`config.mk`:
```
export PLATFORM = sky130hd
export DESIGN_NAME = vga_sync_decoder
export DESIGN_NICKNAME = d
export VERILOG_FILES = /design/src/rtl/vga_sync_decoder.sv
export SDC_FILE = /design/constraint.sdc
export NUM_CORES = 1
export LEC_CHECK = 0
export BUFFER_PORTS_ARGS = -buffer_cell sky130_fd_sc_hd__buf_2
export CORE_MARGIN = 2
export CORE_UTILIZATION = 40
export DETAILED_ROUTE_END_ITERATION = 6
export MAX_ROUTING_LAYER = met4
export PLACE_DENSITY = 0.67
export SYNTH_ARGS = -nofsm -noshare
export SYNTH_HDL_FRONTEND = slang
export SYNTH_SLANG_ARGS = --single-unit
```
`constraint.sdc`:
```
create_clock -name clk -period 12.45 [get_ports clk]
set_input_delay 1.245 -clock clk [delete_from_list [all_inputs] [get_ports clk]]
set_output_delay 1.245 -clock clk [all_outputs]
set_load 0.005 [all_outputs]
```
`src/rtl/vga_sync_decoder.sv`:
```
`default_nettype none
// ============================================================================
// Module      : vga_sync_decoder
// Description : Decodes an HS/VS/Vde pixel stream. Locks onto the expected
//               line and frame timing, emits active pixel coordinates with the
//               registered colour, and produces a per-frame colour checksum.
// Revision    : 1.0 - initial release
// ============================================================================
module vga_sync_decoder #(
    parameter int H_TOTAL         = 800,
    parameter int H_ACTIVE        = 640,
    parameter int V_TOTAL         = 525,
    parameter int V_ACTIVE        = 480,
    parameter int SYNC_ACTIVE_LOW = 1
) (
    input  logic        clk,
    input  logic        rst,
    input  logic        HS,
    input  logic        VS,
    input  logic        Vde,
    input  logic [7:0]  R,
    input  logic [7:0]  G,
    input  logic [7:0]  B,
    output logic        pix_valid,
    output logic [11:0] x_pos,
    output logic [11:0] y_pos,
    output logic [7:0]  R_out,
    output logic [7:0]  G_out,
    output logic [7:0]  B_out,
    output logic        locked,
    output logic        timing_err,
    output logic [15:0] frame_sum,
    output logic        sum_valid
);

    typedef enum logic [1:0] {
        SEARCH  = 2'd0,
        ACQUIRE = 2'd1,
        LOCKED  = 2'd2
    } state_t;

    localparam logic [12:0] c_h_total  = 13'(H_TOTAL);
    localparam logic [11:0] c_h_active = 12'(H_ACTIVE);
    localparam logic [11:0] c_v_total  = 12'(V_TOTAL);
    localparam logic [11:0] c_v_active = 12'(V_ACTIVE);
    localparam logic [11:0] c_sat      = 12'hFFF;
    // XOR with this turns a raw sync level into "asserted"
    localparam logic        c_pol      = (SYNC_ACTIVE_LOW != 0);

    state_t      r_state, w_state_n;
    logic        r_hs, r_vs, r_de, r_hs_d, r_vs_d;
    logic [7:0]  r_red, r_grn, r_blu;
    logic [11:0] r_line_clk, r_act_clk, r_line_num, r_act_lines;
    logic        r_acq_fail, w_acq_fail_n;
    logic        r_first_hs, w_first_hs_n;
    logic        w_err, w_sum_upd;
    logic [15:0] r_acc;

    logic w_hs_edge, w_vs_edge, w_len_bad, w_act_bad, w_hs_fail, w_vs_fail;
    logic w_fail, w_valid;

    assign w_hs_edge = (r_hs ^ c_pol) & ~(r_hs_d ^ c_pol);
    assign w_vs_edge = (r_vs ^ c_pol) & ~(r_vs_d ^ c_pol);

    // Line length measured in 13 bits so a saturated counter cannot wrap into a match
    assign w_len_bad = ({1'b0, r_line_clk} + 13'd1) != c_h_total;
    assign w_act_bad = (r_act_clk != 12'd0) && (r_act_clk != c_h_active);
    assign w_hs_fail = w_hs_edge & ((w_len_bad & ~r_first_hs) | w_act_bad);
    // Frame checks use the pre-update counts; a coincident HS edge is already folded in
    assign w_vs_fail = w_vs_edge & ((r_line_num != c_v_total) | (r_act_lines != c_v_active));
    assign w_fail    = w_hs_fail | w_vs_fail;

    assign locked  = (r_state == LOCKED);
    assign w_valid = r_de & locked;

    // Input stage: single register on every pin plus previous sync samples for edge detect
    always_ff @(posedge clk or posedge rst) begin
        if (rst) begin
            r_hs   <= 1'b0;
            r_vs   <= 1'b0;
            r_de   <= 1'b0;
            r_hs_d <= 1'b0;
            r_vs_d <= 1'b0;
            r_red  <= 8'd0;
            r_grn  <= 8'd0;
            r_blu  <= 8'd0;
        end else begin
            r_hs   <= HS;
            r_vs   <= VS;
            r_de   <= Vde;
            r_hs_d <= r_hs;
            r_vs_d <= r_vs;
            r_red  <= R;
            r_grn  <= G;
            r_blu  <= B;
        end
    end

    // Next-state logic for the lock FSM and its acquisition flags
    always_comb begin
        w_state_n    = r_state;
        w_acq_fail_n = r_acq_fail;
        w_first_hs_n = r_first_hs & ~w_hs_edge;
        w_err        = 1'b0;
        w_sum_upd    = 1'b0;
        case (r_state)
            SEARCH: begin
                if (w_vs_edge) begin
                    w_state_n    = ACQUIRE;
                    w_acq_fail_n = 1'b0;
                    w_first_hs_n = 1'b1;
                end
            end
            ACQUIRE: begin
                if (w_vs_edge) begin
                    w_acq_fail_n = 1'b0;
                    if (r_acq_fail | w_fail) begin
                        w_first_hs_n = 1'b1;
                    end else begin
                        w_state_n    = LOCKED;
                        w_first_hs_n = 1'b0;
                    end
                end else if (w_fail) begin
                    w_acq_fail_n = 1'b1;
                end
            end
            LOCKED: begin
                if (w_fail) begin
                    w_state_n    = ACQUIRE;
                    w_err        = 1'b1;
                    w_first_hs_n = 1'b1;
                    // Dropping out mid-frame leaves a partial frame that must not qualify a relock
                    w_acq_fail_n = ~w_vs_edge;
                end else if (w_vs_edge) begin
                    w_sum_upd = 1'b1;
                end
            end
            default: begin
                w_state_n = SEARCH;
            end
        endcase
    end

    // Lock FSM state and flag registers
    always_ff @(posedge clk or posedge rst) begin
        if (rst) begin
            r_state    <= SEARCH;
            r_acq_fail <= 1'b0;
            r_first_hs <= 1'b0;
        end else begin
            r_state    <= w_state_n;
            r_acq_fail <= w_acq_fail_n;
            r_first_hs <= w_first_hs_n;
        end
    end

    // Line and frame timing counters, all saturating
    always_ff @(posedge clk or posedge rst) begin
        if (rst) begin
            r_line_clk  <= 12'd0;
            r_act_clk   <= 12'd0;
            r_line_num  <= 12'd0;
            r_act_lines <= 12'd0;
        end else begin
            if (w_hs_edge) begin
                r_line_clk <= 12'd0;
                r_act_clk  <= 12'd0;
            end else begin
                if (r_line_clk != c_sat) r_line_clk <= r_line_clk + 12'd1;
                if (r_de && (r_act_clk != c_sat)) r_act_clk <= r_act_clk + 12'd1;
            end
            if (w_vs_edge) begin
                r_line_num  <= w_hs_edge ? 12'd1 : 12'd0;
                r_act_lines <= 12'd0;
            end else if (w_hs_edge) begin
                if (r_line_num != c_sat) r_line_num <= r_line_num + 12'd1;
                if ((r_act_clk != 12'd0) && (r_act_lines != c_sat)) begin
                    r_act_lines <= r_act_lines + 12'd1;
                end
            end
        end
    end

    // Pixel output stage, error pulse and per-frame checksum
    always_ff @(posedge clk or posedge rst) begin
        if (rst) begin
            pix_valid  <= 1'b0;
            x_pos      <= 12'd0;
            y_pos      <= 12'd0;
            R_out      <= 8'd0;
            G_out      <= 8'd0;
            B_out      <= 8'd0;
            timing_err <= 1'b0;
            sum_valid  <= 1'b0;
            frame_sum  <= 16'd0;
            r_acc      <= 16'd0;
        end else begin
            pix_valid  <= w_valid;
            x_pos      <= w_valid ? r_act_clk : 12'd0;
            y_pos      <= w_valid ? r_act_lines : 12'd0;
            R_out      <= r_red;
            G_out      <= r_grn;
            B_out      <= r_blu;
            timing_err <= w_err;
            sum_valid  <= w_sum_upd;
            if (w_sum_upd) frame_sum <= r_acc;
            if (w_vs_edge) begin
                r_acc <= 16'd0;
            end else if (w_valid) begin
                r_acc <= r_acc + 16'(r_red) + 16'(r_grn) + 16'(r_blu);
            end
        end
    end

endmodule
`default_nettype wire

```
==> results.txt, run 1 <==
The leakage power of the design came out at 4.333 nW. After clock tree synthesis, the flow added hold-fix buffers numbering 0. The pre-antenna-repair detailed-routing pass consisted of 5 iterations. TritonCTS built the clock tree. Net switching is 29.91% of the power. The cell count after synthesis came out at 637. The post-detailed-route wirelength per cell is 14.20 um. The run gives 0.7890 as the routability-driven placement congestion ratio. The routed design has 13930 um of wire. In this run, distinct cell masters in the synthesized netlist total 59. The run gives 0 as the final number of hold-violating endpoints.

The run finished with clean final reports. The critical path class is flip-flop to flip-flop. The number of design rule violations left after detail routing is 0, and the part of the power in combinational logic is 21.3%. The area enclosed by the die boundary is 19340 um2, and the worst voltage drop across the vdd grid is 0.0001283 V.

In the synthesized netlist the dominant register cell turns out to be sky130_fd_sc_hd__dfrtp_1. Across the run, the number of max-cap violations was 0. Dividing the final minimum period by the clock period gives 27.14%. The CTS sink count is 164, and the post-detailed-route via-to-cell ratio is 4.875. The critical path data required time came out at 12.74 ns. The source-to-sink clock delay at the later pin of the worst-skew pair is 0.43 ns, and the total negative slack is 0 ns. Global routing used 15.88% of the available tracks across all layers. The tools report the placeable core area as 17900 um2. The path class of the tightest hold or removal check is flip-flop to flip-flop.

On the final layout, the worst clock skew is 0.008911 ns. The total power density per cell area was 169.0 nW/um2. The count of buffers inserted at the top-level ports works out to 96. The number of fillers in the final layout is 1619, and the multi-input combinational cell area is 2874 um2. The number of antenna cells inserted was 0; the share of async-settable or async-resettable flops after synthesis was 100.0%. In this run, the clock network consumes 36.2% of the power. The tree is rooted in a sky130_fd_sc_hd__clkbuf_16. The number of clock buffers added by TritonCTS is 17. The count of pins over their slew limit is 0, and the arrival time reported for the critical path endpoint is 3.67 ns. After floorplanning, the core was divided into 49 placement rows. Each instance of the synthesized netlist takes up on average 11.45 um2.

The tools report the via count of the first global-routing pass as 4860. Setup violations remaining at the end of the flow were counted as 0. Power spent charging and discharging nets: 0.4345 mW. The slew of the pin with the lowest slew margin is 1.063 ns, and the count of instances resized after the clock tree is built is 0.

After clock tree synthesis, the clock-pin slew on the worst setup and hold paths is 0.07 ns. The count of routing violations after the opening detailed-route iteration was 264; the vertical die dimension was 139.1 um. The worst path needs 3.379 ns of the cycle, external delays included.

Cells with a size suffix above 1 make up 21.54% of the layout. The width of the die came out at 139.1 um. The overall via count from detail_route was 4782; the relative max-transition margin was 29.12%. The logs give 115 for the largest net degree at the start of global routing and 949 for the number of placed instances, taps included. The global-route wire length before repair was 24030 um; the number of antenna violations at the first check in global routing was 0. For this configuration, the core starts out at a cell density of 40.75%. Setup slack on the critical path of the routed design comes to 9.071 ns. At the end of the flow, the number of nets in the layout was 806.

The maximum level of the CTS H-tree was 4. The number of buffers inserted by post-CTS setup repair was 0; the number of warnings issued by yosys was 0. The run gives 0 as the number of nets with antenna violations after routing. For this design the top-level I/O count stands at 97. The placed wire-length estimate after detailed placement was 9119 um; the area of the mapped netlist was 7296 um2. The net count after synthesis was 704. The area growth from synthesis to layout is 17.82%. The nature of the critical path endpoint is a flip-flop. The tools report the worst setup timing slack at the placement stage as 9.093 ns.

The run gives 2 as the maximum clock insertion buffer count. The fraction of the yosys area taken by sequential cells came out at 56.25%. The peak clock frequency supported by timing came out at 296.0 MHz. The final global-route overflow total came out at 0. Setup repair after global routing left no endpoint under its margin. Sequential cells burn 42.4% of the power. The count of cells in the finished layout, fillers not included, comes to 981. The highest fanout seen on the critical path is 3.

Counting flops with a built-in enable in the synthesized netlist gives 0. For the register cell area after layout, the log shows 4104 um2. In this run, synthesis produced a sequential element count of 164. The internal power of the cells came out at 1.018 mW. The tools report the type of element launching the critical path as a flip-flop.
==> power groups by stage <==
stage / clock network (mW) / registers, mW / logic, mW
2_1_floorplan: 0 / 0.617 / 0.240
3_3_place_gp: 0 / 0.625 / 0.305
3_5_place_dp: 0 / 0.625 / 0.312
4_1_cts: 0.540 / 0.616 / 0.315
5_1_grt: 0.564 / 0.623 / 0.361
6_report: 0.526 / 0.616 / 0.310
==> critical path, cell delays in order, from the launching register on <==
cell and delay [ns]:
sky130_fd_sc_hd__dfrtp_1 0.35, sky130_fd_sc_hd__inv_1 0.06, sky130_fd_sc_hd__fa_1 0.49, sky130_fd_sc_hd__fa_1 0.51
sky130_fd_sc_hd__inv_1 0.04, sky130_fd_sc_hd__ha_1 0.22, sky130_fd_sc_hd__fa_1 0.40, sky130_fd_sc_hd__a21o_1 0.20
sky130_fd_sc_hd__a21oi_1 0.29, sky130_fd_sc_hd__o21ba_2 0.18, sky130_fd_sc_hd__o21ai_0 0.13, sky130_fd_sc_hd__nand4_1 0.15
sky130_fd_sc_hd__xor2_1 0.17, sky130_fd_sc_hd__nor2_1 0.06
==> cell usage in the layout, fill, tap and decap left out, types with 5 or more instances in the layout <==
cell,instances
sky130_fd_sc_hd__a21oi_1,32
sky130_fd_sc_hd__and2_1,5
sky130_fd_sc_hd__and3_1,28
sky130_fd_sc_hd__buf_2,96
sky130_fd_sc_hd__clkbuf_16,17
sky130_fd_sc_hd__dfrtp_1,164
sky130_fd_sc_hd__fa_1,16
sky130_fd_sc_hd__ha_1,22
sky130_fd_sc_hd__inv_1,59
sky130_fd_sc_hd__inv_6,5
sky130_fd_sc_hd__mux2_2,7
sky130_fd_sc_hd__mux2_4,9
sky130_fd_sc_hd__mux2i_1,5
sky130_fd_sc_hd__nand2_1,44
sky130_fd_sc_hd__nand3_1,15
sky130_fd_sc_hd__nand4_1,12
sky130_fd_sc_hd__nor2_1,66
sky130_fd_sc_hd__nor3_1,7
sky130_fd_sc_hd__o21ai_0,14
sky130_fd_sc_hd__or3_1,8
sky130_fd_sc_hd__xnor2_1,20
sky130_fd_sc_hd__xor2_1,26
==> kinds of logic after synthesis <==
kind of cell | synth area share, %
adders and majority gates | 8.163
buffers and inverters | 4.390
DFF | 56.25
AOI/OAI and AO/OA | 6.997
muxes | 3.619
and+or+nand+nor | 15.06
xor gates and xnor gates | 5.522
==> state kept, by name, indices dropped and copies added (netlist names), 2 cells and up <==
name	cells
B_out	8
G_out	8
R_out	8
frame_sum	16
r_acc	16
r_act_clk	12
r_act_lines	12
r_blu	8
r_grn	8
r_line_clk	12
r_line_num	12
r_red	8
r_state	2
x_pos	12
y_pos	12
==> routing by layer <==
metal  share of wire (%)  global-route usage (%)
met4                 1.4                   4.359
met3                 4.2                   4.523
met1                  47                   20.39
met5                   0                       -
met2                  47                   24.86
==> final timing paths <==
check                               from        end  slack [ns]  depth (start not counted)
worst max-delay path            r_red[1]  r_acc[13]        9.07                         13
worst min-delay path            r_red[6]   R_out[6]        0.37                          0
worst max register to register  r_red[1]  r_acc[13]        9.07                         13
worst min register to register  r_red[6]   R_out[6]        0.37                          0
max in group asynchronous            rst   y_pos[6]       10.20                          3
min in group asynchronous            rst   x_pos[1]        0.98                          2
==> per-stage QoR <==
step | hold slack (ns) | instance area [um2] | util [%] | total power, mW
final | 0.3719 | 8596 | 48.02 | 1.452
after global routing | 0.3844 | 8596 | 48.02 | 1.548
after CTS | 0.3764 | 8596 | 48.02 | 1.471
after detailed placement | 0.3600 | 8005 | 44.72 | 0.9372
after global placement | 0.3549 | 8005 | 44.72 | 0.9297
after floorplan | 0.3537 | 7296 | - | 0.8577
==> Yosys cell counts (3+ instances only) <==
cell / count / area, um2
sky130_fd_sc_hd__nor2b_1: 3 / 18.77
sky130_fd_sc_hd__nand2_1: 44 / 165.2
sky130_fd_sc_hd__a21oi_1: 32 / 160.2
sky130_fd_sc_hd__or3_1: 8 / 50.05
sky130_fd_sc_hd__ha_1: 22 / 275.3
sky130_fd_sc_hd__nor2_1: 66 / 247.7
sky130_fd_sc_hd__or2_2: 4 / 25.02
sky130_fd_sc_hd__xnor2_1: 20 / 175.2
sky130_fd_sc_hd__nor4_1: 3 / 18.77
sky130_fd_sc_hd__nor3_1: 7 / 35.03
sky130_fd_sc_hd__o21a_1: 3 / 22.52
sky130_fd_sc_hd__and2_1: 5 / 31.28
sky130_fd_sc_hd__fa_1: 16 / 320.3
sky130_fd_sc_hd__mux2_2: 7 / 78.83
sky130_fd_sc_hd__nand3_1: 15 / 75.07
sky130_fd_sc_hd__nand4_1: 12 / 75.07
sky130_fd_sc_hd__xor2_1: 26 / 227.7
sky130_fd_sc_hd__nand2b_1: 4 / 25.02
sky130_fd_sc_hd__clkbuf_1: 14 / 52.55
sky130_fd_sc_hd__o21ai_0: 14 / 70.07
sky130_fd_sc_hd__inv_1: 60 / 225.2
sky130_fd_sc_hd__o21bai_1: 3 / 22.52
sky130_fd_sc_hd__a21o_1: 3 / 22.52
sky130_fd_sc_hd__mux2i_1: 5 / 50.05
sky130_fd_sc_hd__mux2_4: 9 / 135.1
sky130_fd_sc_hd__and3_1: 28 / 175.2
sky130_fd_sc_hd__dfrtp_1: 164 / 4104
==> cell type report <==
type                       instances  area share [%]
multi-input combinational        396           33.44
clock buffer                      18           5.109
clock inverter                    14           1.761
inverter                          60           2.678
sequential                       164           47.74
timing repair buffer             100           5.939
tap                              229           3.333
Note: power is estimated with default switching activity, not from simulation.
==> inputs of run 2 (changes only) <==
clock period = 3.2 ns   (was 12.45 ns; I/O delays follow)
==> run 2 against run 1 <==
  * Sequential share of layout area down 2.1 points
  * Worst setup slack worse by 9.0 ns
  * Flip-flop and latch count unchanged
  * Sequential power rose to 3.9 times the previous value
  * Utilization up 2.2 points
  * Final area up 4.6%
  * Critical endpoint is now r_acc[7]
  * Largest power group unchanged
==> results.txt, run 2 (same netlist as run 1, synthesis figures left out) <==
For the area enclosed by the die boundary, the log shows 19340 um2. Via count of the first global-routing pass: 5038. The peak per-stage delay on the critical path is 0.51 ns. The dominant delay contributor by cell family on the critical path was adder cells. The first detailed-routing pass ran for 5 iterations.

Highest fanout seen on the critical path: 2. Leaving out fill and tap cells, the most frequent cells in the layout are 164 x sky130_fd_sc_hd__dfrtp_1, 96 x sky130_fd_sc_hd__buf_2, 65 x sky130_fd_sc_hd__nor2_1. The global-route wire length before repair is 24380 um, and the relative max-transition margin is 51.03%. Summed over all layers, the global routing overflow is 0.

Counting buffers and inverters, the worst setup path is 14 cells deep. For the number of antenna cells inserted, the log shows 0. Proportion of power drawn by flip-flops and latches: 42.1%. The number of standard-cell rows in the floorplan was 49. For the count of pins over their slew limit, the log shows 0.

The share of final-layout standard cells stronger than drive strength 1 came out at 23.10%. For this run, design rule violations remaining after detail routing come to 0. The vertical die dimension works out to 139.1 um.

Traced cell by cell, the critical path runs through inv_1 -> fa_1 -> fa_1 -> inv_1 -> ha_2 -> fa_2 -> a21o_1 -> a21oi_2 -> buf_4 -> o21bai_1 -> a21oi_1 -> xnor2_1 -> nand2_1 -> a21oi_1. The switching part of the total is 31.35%, and the peak clock frequency supported by timing is 324.2 MHz. After layout, the worst path uses 96.39% of the clock period. The width of the die is 139.1 um, and the count of buffers inserted at the top-level ports is 96. The slew of the pin with the lowest slew margin came out at 0.7250 ns. The post-route worst hold slack came out at 0.01122 ns.

Measured in cells, the most critical reg-to-reg path has a length of 14. The overall track demand over capacity in global routing was 16.05%; the routability-driven placement congestion ratio was 0.8072. The internal power of the cells totals 3.913 mW.

For the maximum level of the CTS H-tree, the log shows 4. After layout, the minimum clock period comes to 3.084 ns. The run gives 40.75% as the starting density of the core.

For the worst-skew pair, the clock arrives at the later sink with an insertion delay of 0.43 ns. The critical path contains buffers and inverters numbering 3 combined. Part of the power in combinational logic: 23.2%.

No sink is reached through more buffers than the 2 on the longest clock path. The tools report the nature of the critical path endpoint as a flip-flop. Dividing total power by cell area gives a power density of 634.1 nW/um2. Boundary pin count: 97. Setup repair after global routing could not meet its margin everywhere. The critical path is of the flip-flop to flip-flop type. At the worst endpoint, the arrival time is 3.43 ns. The number of nets with antenna violations after routing is 0. The worst hold path belongs to the class input port to asynchronous set/reset pin.

The run gives 0 as the count of endpoints failing setup in the final report. The area growth from synthesis to layout is 23.20%. The worst-case IR drop observed on VDD is 0.0004834 V. The number of antenna violations at the first check in global routing came out at 0.

The total wirelength of the detailed-routed design was 14150 um; the total negative slack was 0 ns. The post-detailed-route wirelength per cell works out to 13.91 um. In this run the static leakage power is 4.494 nW. The clock input transition at the sequential cells of the worst setup and hold paths was 0.07 ns.

The cell type of the slowest stage on the worst timing path was sky130_fd_sc_hd__fa_1. Clock skew on the completed layout was measured at 0.01118 ns. The placed wire-length estimate after detailed placement was 9394 um; the number of fillers in the final layout was 1590.

The worst setup path is launched from a flip-flop. The clock network is responsible for 34.7% of the overall power. TritonCTS built the clock tree.

The analysis attributes to net switching a power of 1.787 mW. Max-cap violations in this run came to 0. Counting every sink on the clock net gives 164.

Leaving out fill and tap cells, the most frequent cell in the layout is sky130_fd_sc_hd__dfrtp_1. For the critical path data required time, the log shows 3.54 ns. The logs give 842 for the layout net count and 0 for the final number of hold-violating endpoints. In the final layout, the registers with the most flip-flops are frame_sum: 16 flops, r_acc: 16 flops. The core region is 17900 um2.

The post-detailed-route via-to-cell ratio is 4.882. The tools report the cell at the root of the clock tree as sky130_fd_sc_hd__clkbuf_16. The overall via count from detail_route is 4965, and the largest net degree at the start of global routing is 101.

The run finished with clean final reports. The detailed router finished its first iteration with 278 violations. Counting the buffers created by CTS gives 17.
-- run 2: layout make-up --
cell class,count,area [um2],area share (%)
clock inverters,15,163.9,1.823
inverters,60,229.0,2.547
repair buffers,136,873.3,9.716
clock buffers,17,425.4,4.733
flip-flops and latches,164,4104,45.66
multi-input cells,396,2907,32.34
well taps,229,286.5,3.188
-- run 2: repair_timing --
item | in CTS | in global routing
endpoints found under the setup margin | 6 | 8
hold buffers | 27 | 0
hold endpoints to repair | 27 | 0
buffers inserted | 0 | 3
gates resized for setup | 3 | 11
pin swaps | 4 | 12
-- run 2: path summary, 6_finish.rpt --
| kind | from | end | slack, ns |
|---|---|---|---|
| max | r_red[1] | r_acc[7] | 0.12 |
| min | rst | B_out[7] | 0.01 |
| max reg2reg | r_red[1] | r_acc[7] | 0.12 |
| min reg2reg | r_red[4] | R_out[4] | 0.37 |
| max in group asynchronous | rst | y_pos[6] | 2.73 |
| min in group clk | r_red[4] | R_out[4] | 0.37 |
-- run 2: worst min-delay path: cells and delay by family --
family,cells,cell delay [ns]
buffers and inverters,3,0.51
-- run 2: layer usage --
layer | routed length [um] | global-route usage, % | share of wire (%)
met1 | 6477 | 20.69 | 46
met3 | 596 | 3.591 | 4.2
met4 | 133 | 5.157 | 0.94
met5 | 0 | - | 0
met2 | 6936 | 25.41 | 49
-- run 2: power groups by stage --
stage | clock network (mW) | logic, mW | registers [mW]
floorplan | 0 | 0.936 | 2.40
global placement | 0 | 1.22 | 2.43
detailed placement | 0 | 1.23 | 2.44
CTS | 2.03 | 1.28 | 2.40
global route | 2.14 | 1.52 | 2.43
finish | 1.98 | 1.32 | 2.40
-- run 2: stage by stage --
stage | area [um2] | setup WS [ns] | cells | utilization (%) | power, mW
after floorplan | 7300 | 0.08778 | 637 | - | 3.337
after global placement | 8074 | -0.006082 | 955 | 45.10 | 3.651
after detailed placement | 8074 | -0.04874 | 955 | 45.10 | 3.670
after CTS | 8942 | 0.0008717 | 1014 | 49.95 | 5.716
after global routing | 8989 | -0.06097 | 1017 | 50.21 | 6.088
final | 8989 | 0.1156 | 1017 | 50.21 | 5.700
